[src/rtl/stopwatch_core.sv]
// MM:SS stopwatch driven by synchronized, edge-detected 1Hz/2Hz strobes from the divider.
// Optional lap hold display freeze: define LAP_HOLD_EN.
module stopwatch_core #(
  parameter int SYNC_STAGES = 2,
  parameter int MIN_WRAP    = 60
) (
  input  logic       clk,
  input  logic       rst,
  input  logic       clk_1hz_in,
  input  logic       clk_2hz_in,
  input  logic       pause_btn,
  input  logic       adj,
  input  logic       sel,
`ifdef LAP_HOLD_EN
  input  logic       lap_btn,
`endif
  output logic [3:0] min_tens,
  output logic [3:0] min_ones,
  output logic [3:0] sec_tens,
  output logic [3:0] sec_ones,
  output logic       running,
  output logic       blink
);

  typedef enum logic [1:0] {PAUSED, RUN, ADJUST} state_t;

  typedef struct packed {
    logic [3:0] mt;
    logic [3:0] mo;
    logic [3:0] st;
    logic [3:0] so;
  } count_t;

  localparam logic [3:0] WRAP_T = 4'((MIN_WRAP - 1) / 10);
  localparam logic [3:0] WRAP_O = 4'((MIN_WRAP - 1) % 10);

  // Edge-detected inputs occupy the low bits; adj/sel levels sit above them.
`ifdef LAP_HOLD_EN
  localparam int NEDGE = 4;
  logic [NEDGE-1:0] edge_raw;
  assign edge_raw = {lap_btn, pause_btn, clk_2hz_in, clk_1hz_in};
`else
  localparam int NEDGE = 3;
  logic [NEDGE-1:0] edge_raw;
  assign edge_raw = {pause_btn, clk_2hz_in, clk_1hz_in};
`endif
  localparam int NIN = NEDGE + 2;

  logic [NIN-1:0]   in_raw;
  logic [NIN-1:0]   sync_q [SYNC_STAGES];
  logic [NIN-1:0]   in_s;
  logic [NEDGE-1:0] prev_q;
  logic [NEDGE-1:0] pulse_q;

  assign in_raw = {sel, adj, edge_raw};
  assign in_s   = sync_q[SYNC_STAGES-1];

  // NOTE: sequential state uses non-blocking assignments so every flop samples pre-edge values.
  always_ff @(posedge clk or posedge rst) begin
    if (rst) begin
      for (int i = 0; i < SYNC_STAGES; i++) sync_q[i] <= '0;
      prev_q  <= '0;
      pulse_q <= '0;
    end else begin
      sync_q[0] <= in_raw;
      for (int i = 1; i < SYNC_STAGES; i++) sync_q[i] <= sync_q[i-1];
      prev_q  <= in_s[NEDGE-1:0];
      pulse_q <= in_s[NEDGE-1:0] & ~prev_q;
    end
  end

  logic sec_p, adj_p, pau_p, clk2_s, adj_s, sel_s;
  assign sec_p  = pulse_q[0];
  assign adj_p  = pulse_q[1];
  assign pau_p  = pulse_q[2];
  assign clk2_s = in_s[1];
  assign adj_s  = in_s[NEDGE];
  assign sel_s  = in_s[NEDGE+1];

  function automatic count_t inc_min(input count_t t);
    count_t r;
    r = t;
    if (t.mt == WRAP_T && t.mo == WRAP_O) begin
      r.mt = 4'd0;
      r.mo = 4'd0;
    end else if (t.mo == 4'd9) begin
      r.mo = 4'd0;
      r.mt = t.mt + 4'd1;
    end else begin
      r.mo = t.mo + 4'd1;
    end
    return r;
  endfunction

  // Seconds field alone, 59 -> 00 without touching minutes.
  function automatic count_t inc_sec(input count_t t);
    count_t r;
    r = t;
    if (t.so == 4'd9) begin
      r.so = 4'd0;
      r.st = (t.st == 4'd5) ? 4'd0 : t.st + 4'd1;
    end else begin
      r.so = t.so + 4'd1;
    end
    return r;
  endfunction

  state_t state, state_nx;
  count_t cnt_q, cnt_nx;

  // NOTE: every always_comb output gets a default first, so no path can infer a latch.
  always_comb begin
    state_nx = state;
    cnt_nx   = cnt_q;
    unique case (state)
      PAUSED: begin
        if (adj_s)      state_nx = ADJUST;
        else if (pau_p) state_nx = RUN;
      end
      RUN: begin
        if (adj_s) begin
          state_nx = ADJUST;
        end else begin
          if (sec_p) begin
            cnt_nx = inc_sec(cnt_q);
            if (cnt_q.st == 4'd5 && cnt_q.so == 4'd9) cnt_nx = inc_min(cnt_nx);
          end
          if (pau_p) state_nx = PAUSED;
        end
      end
      ADJUST: begin
        if (adj_p) cnt_nx = sel_s ? inc_min(cnt_q) : inc_sec(cnt_q);
        if (!adj_s) state_nx = PAUSED;
      end
      default: state_nx = PAUSED;
    endcase
  end

  always_ff @(posedge clk or posedge rst) begin
    if (rst) begin
      state <= PAUSED;
      cnt_q <= '0;
      blink <= 1'b0;
    end else begin
      state <= state_nx;
      cnt_q <= cnt_nx;
      blink <= (state_nx == ADJUST) && clk2_s;
    end
  end

  assign running = (state == RUN);

  count_t disp;
`ifdef LAP_HOLD_EN
  logic   lap_p;
  logic   hold_q;
  count_t snap_q;
  assign lap_p = pulse_q[3];

  // Any exit from RUN drops the hold in the same cycle.
  always_ff @(posedge clk or posedge rst) begin
    if (rst) begin
      hold_q <= 1'b0;
      snap_q <= '0;
    end else if (state_nx != RUN) begin
      hold_q <= 1'b0;
    end else if (state == RUN && lap_p) begin
      hold_q <= ~hold_q;
      if (!hold_q) snap_q <= cnt_q;
    end
  end

  assign disp = hold_q ? snap_q : cnt_q;
`else
  assign disp = cnt_q;
`endif

  assign min_tens = disp.mt;
  assign min_ones = disp.mo;
  assign sec_tens = disp.st;
  assign sec_ones = disp.so;

endmodule

[config.mk]
export PLATFORM = sky130hd
export DESIGN_NAME = stopwatch_core
export DESIGN_NICKNAME = d
export VERILOG_FILES = /design/src/rtl/stopwatch_core.sv
export SDC_FILE = /design/constraint.sdc
export NUM_CORES = 1
export LEC_CHECK = 0
export ABC_AREA = 1
export CAP_MARGIN = 20
export CORE_MARGIN = 4
export CORE_UTILIZATION = 54
export DETAILED_ROUTE_END_ITERATION = 8
export GPL_ROUTABILITY_DRIVEN = 0
export PLACE_DENSITY = 0.79
export SYNTH_ARGS = -nofsm -noshare
export SYNTH_HDL_FRONTEND = slang
export SYNTH_SLANG_ARGS = --single-unit
[constraint.sdc]
create_clock -name clk -period 1.64 [get_ports clk]
set_input_delay 0.164 -clock clk [delete_from_list [all_inputs] [get_ports clk]]
set_output_delay 0.164 -clock clk [all_outputs]
set_load 0.005 [all_outputs]
==> impl_results.md <==
* Slew of the pin with the lowest slew margin at 437 ps
* Overall global routing resource usage at 0.180
* Die X-Extent at 65.5 µm
* Area added between synthesis and finish at 26.8%
* Net count after synthesis at 205
* Synthesis-stage register bit count at 35
* Final period utilization at 0.948
* Worst EP arrival at approximately 1400 ps
* Final HPWL DP at 2410 µm
* Setup violations, final at 0
* First drt pass iteration count at 4
* Clk Tree Root Cell: sky130_fd_sc_hd__clkbuf_4
* CTS H-Tree Depth at 2
* Number of maximum-capacitance constraint violations at 0
* Initial detailed-routing violation count at 84
* Ratio of cells with drive above 1 in the final layout at 0.271
* Top-Level Pins at 25
* Count of input and output buffers at 24
* Warnings, synthesis at 0
* Peak per-stage delay on the critical path at 550 ps
* Kind of capture point of the worst setup path: primary output
* Pwr/cell area at 1500 nW/µm²
* Post-synthesis instance area at between 1500 and 2000 µm²
* Pin count of the biggest net entering global routing at 36
* Via count of the first global-routing pass at about 1,400
* Type of the worst min-delay path: in2async
* Full die area at about 4300 µm²
* IR Drop Worst-Case VDD at between 800 and 900 µV
* Total grt overflow at 0
* TritonCTS clock tree: built
* Critical Path RT at 1480 ps
* F_max at 0.643 GHz
* Worst Path Buf+Inv at 1
* Tightest slew margin relative to the limit at 0.709
* Post-layout utilization of the core at 0.729
* Clk_lat worst skew at 340 ps
* Final Routed Wirelength at 3280 µm
* Number of clock sinks at 35
* Diode count at 0
* Worst clock skew at 9.17 ps
* Fin nets at 244
* Leakage power at 1.03 nW
* Setup repair after global routing missed its margin: true
* Starting density of the core at 0.575
* Clock slew at the register clock pins of the worst setup and hold paths at ~110 ps
* Synthesized area per cell at 9.44 µm²
* Residual DRC at 0
* Critical Setup Path Class: reg2out
* FP Rows at 20
* Vias after detailed routing at 1,354
* Gate Count Post-Synth at 189
* Critical Path Source Type: flip-flop
* Y dimension of the die at 65.5 µm
* CP cell instances: clkdlybuf4s50_1
* TritonCTS buffer count at 5
* Largest buffer count on any clock path at 2
* Core region area at 3100 µm²
* WL/cell at approximately 12 µm
* Antenna violations before repair at 0
* Yosys cell types at 34
* Crit path max-delay family: buffers and inverters
* CTS hold repair buffers at 0
* CP Max Fanout at 7
* Setup TNS at 0 ps
* Shortest clock period the worst path allows after layout at 1550 ps
* First-pass GRT wire length at roughly 5900 µm
* Number of max-slew violations in the final report at 0
* Per-cell via count in the routed design at 4.96
* Seq/Total Area, Yosys at 0.491
* Status: finished, final reports clean
* Critical Path Slowest Stage Cell: sky130_fd_sc_hd__clkdlybuf4s50_1
* Final Hold Viols at 0
* Residual antenna-violating net count after detailed routing at 0
## where the power goes
group / internal [mW] / switching [mW]
registers: 1.03 / 0.184
clock network: 0.321 / 0.299
logic: 0.744 / 0.818
## stage by stage
stage | hold slack (ps) | std cells | area [µm²] | worst slack (ps) | power (mW)
3_3_place_gp | 331 | 260 | 2100 | 105 | 2.59
2_1_floorplan | 195 | 189 | 1780 | 135 | 2.18
6_report | 212 | 273 | 2260 | 85.3 | 3.39
5_1_grt | 227 | 273 | 2260 | -9.04 | 3.67
4_1_cts | 215 | 270 | 2210 | 38.9 | 3.33
3_5_place_dp | 335 | 260 | 2100 | 25.7 | 2.64
## synth_stat cells
library cell               count  area, µm²
sky130_fd_sc_hd__nand3_2       1       10.0
sky130_fd_sc_hd__nor2_2        3       18.8
sky130_fd_sc_hd__xor2_1        1       8.76
sky130_fd_sc_hd__a21oi_2       1       8.76
sky130_fd_sc_hd__a21oi_1       5       25.0
sky130_fd_sc_hd__o21ai_4       1       16.3
sky130_fd_sc_hd__o211ai_1      2       15.0
sky130_fd_sc_hd__o21a_1        1       7.51
sky130_fd_sc_hd__nand4_1       4       25.0
sky130_fd_sc_hd__inv_1        27        101
sky130_fd_sc_hd__inv_2         2       7.51
sky130_fd_sc_hd__nor2_1        9       33.8
sky130_fd_sc_hd__ha_1          9        113
sky130_fd_sc_hd__xnor2_1       1       8.76
sky130_fd_sc_hd__nand3_4       1       17.5
sky130_fd_sc_hd__nor2_8        1       20.0
sky130_fd_sc_hd__a211oi_1      1       7.51
sky130_fd_sc_hd__or2_2         1       6.26
sky130_fd_sc_hd__o31ai_1       1       7.51
sky130_fd_sc_hd__nor2_4        3       33.8
sky130_fd_sc_hd__o21ai_0       6       30.0
sky130_fd_sc_hd__o21ai_1       7       35.0
sky130_fd_sc_hd__nand3_1      10       50.1
sky130_fd_sc_hd__inv_8         1       11.3
sky130_fd_sc_hd__o21ai_2       2       17.5
sky130_fd_sc_hd__nand2_1      31        116
sky130_fd_sc_hd__dfrtp_1      35        876
sky130_fd_sc_hd__nand2_4       2       22.5
sky130_fd_sc_hd__buf_6         1       11.3
sky130_fd_sc_hd__inv_4         2       12.5
sky130_fd_sc_hd__o31ai_2       1       12.5
sky130_fd_sc_hd__nor3_1        2       10.0
sky130_fd_sc_hd__or2_0         1       6.26
sky130_fd_sc_hd__nand2_2      13       81.3
## kinds of logic after synthesis
kind of cell | share of synthesized area
buffers and inverters | 0.0806
xor gates and xnor gates | 0.00982
adders and majority gates | 0.0631
and+or+nand+nor | 0.253
DFF | 0.491
AOI/OAI and AO/OA | 0.102
## timing repair
action                                  CTS  global route
setup buffers                             2             3
pin swaps                                 0             3
gates resized for setup                   5            10
endpoints found under the setup margin    1            12
## path summary, 6_finish.rpt
kind	endpoint	slack [ps]	cells after the start	from
worst max-delay path	min_ones[2]	90	1	min_ones[2]
worst min-delay path	sec_tens[0]	210	3	rst
worst max register to register	sec_tens[2]	110	9	state[0]
worst min register to register	in_s[3]	360	0	sync_q[8]
max in group asynchronous	min_tens[0]	1110	3	rst
min in group clk	sync_q[8]	250	1	adj
## final cells by class
cell class                      instances  area, µm²
Clock buffer                            5       37.5
Tap cell                               44       55.1
Inverter                               32        133
Timing Repair Buffer                   33        307
Clock inverter                          3       43.8
Multi-Input combinational cell        121        808
Sequential cell                        35        878
Fill cell                             262        841
## flip-flops by register name, summed over array words and instances (netlist names)
signal,flops
state,2
sec_ones,4
min_tens,4
sync_q,5
in_s,5
pulse_q,3
blink,1
prev_q,3
min_ones,4
sec_tens,4
## metal layers
layer  share of wire  global-route usage  vias to the layer above
li1                -                   -                      676
met1            0.41               0.186                      642
met2            0.53               0.341                       30
met3           0.041              0.0479                        6
met4           0.017              0.0725                        0
met5               0                   0                        -
## cells in the final DEF, fill, tap and decap left out, drive strengths merged, types with 4 or more instances in the layout
cell           instances
clkbuf                 5
nand3                 12
o21ai                 16
nand2                 46
inv                   32
clkdlybuf4s50         23
a21oi                  6
ha                     9
nand4                  4
nor2                  16
buf                    9
dfrtp                 35
Note: power is estimated with default switching activity, not from simulation.
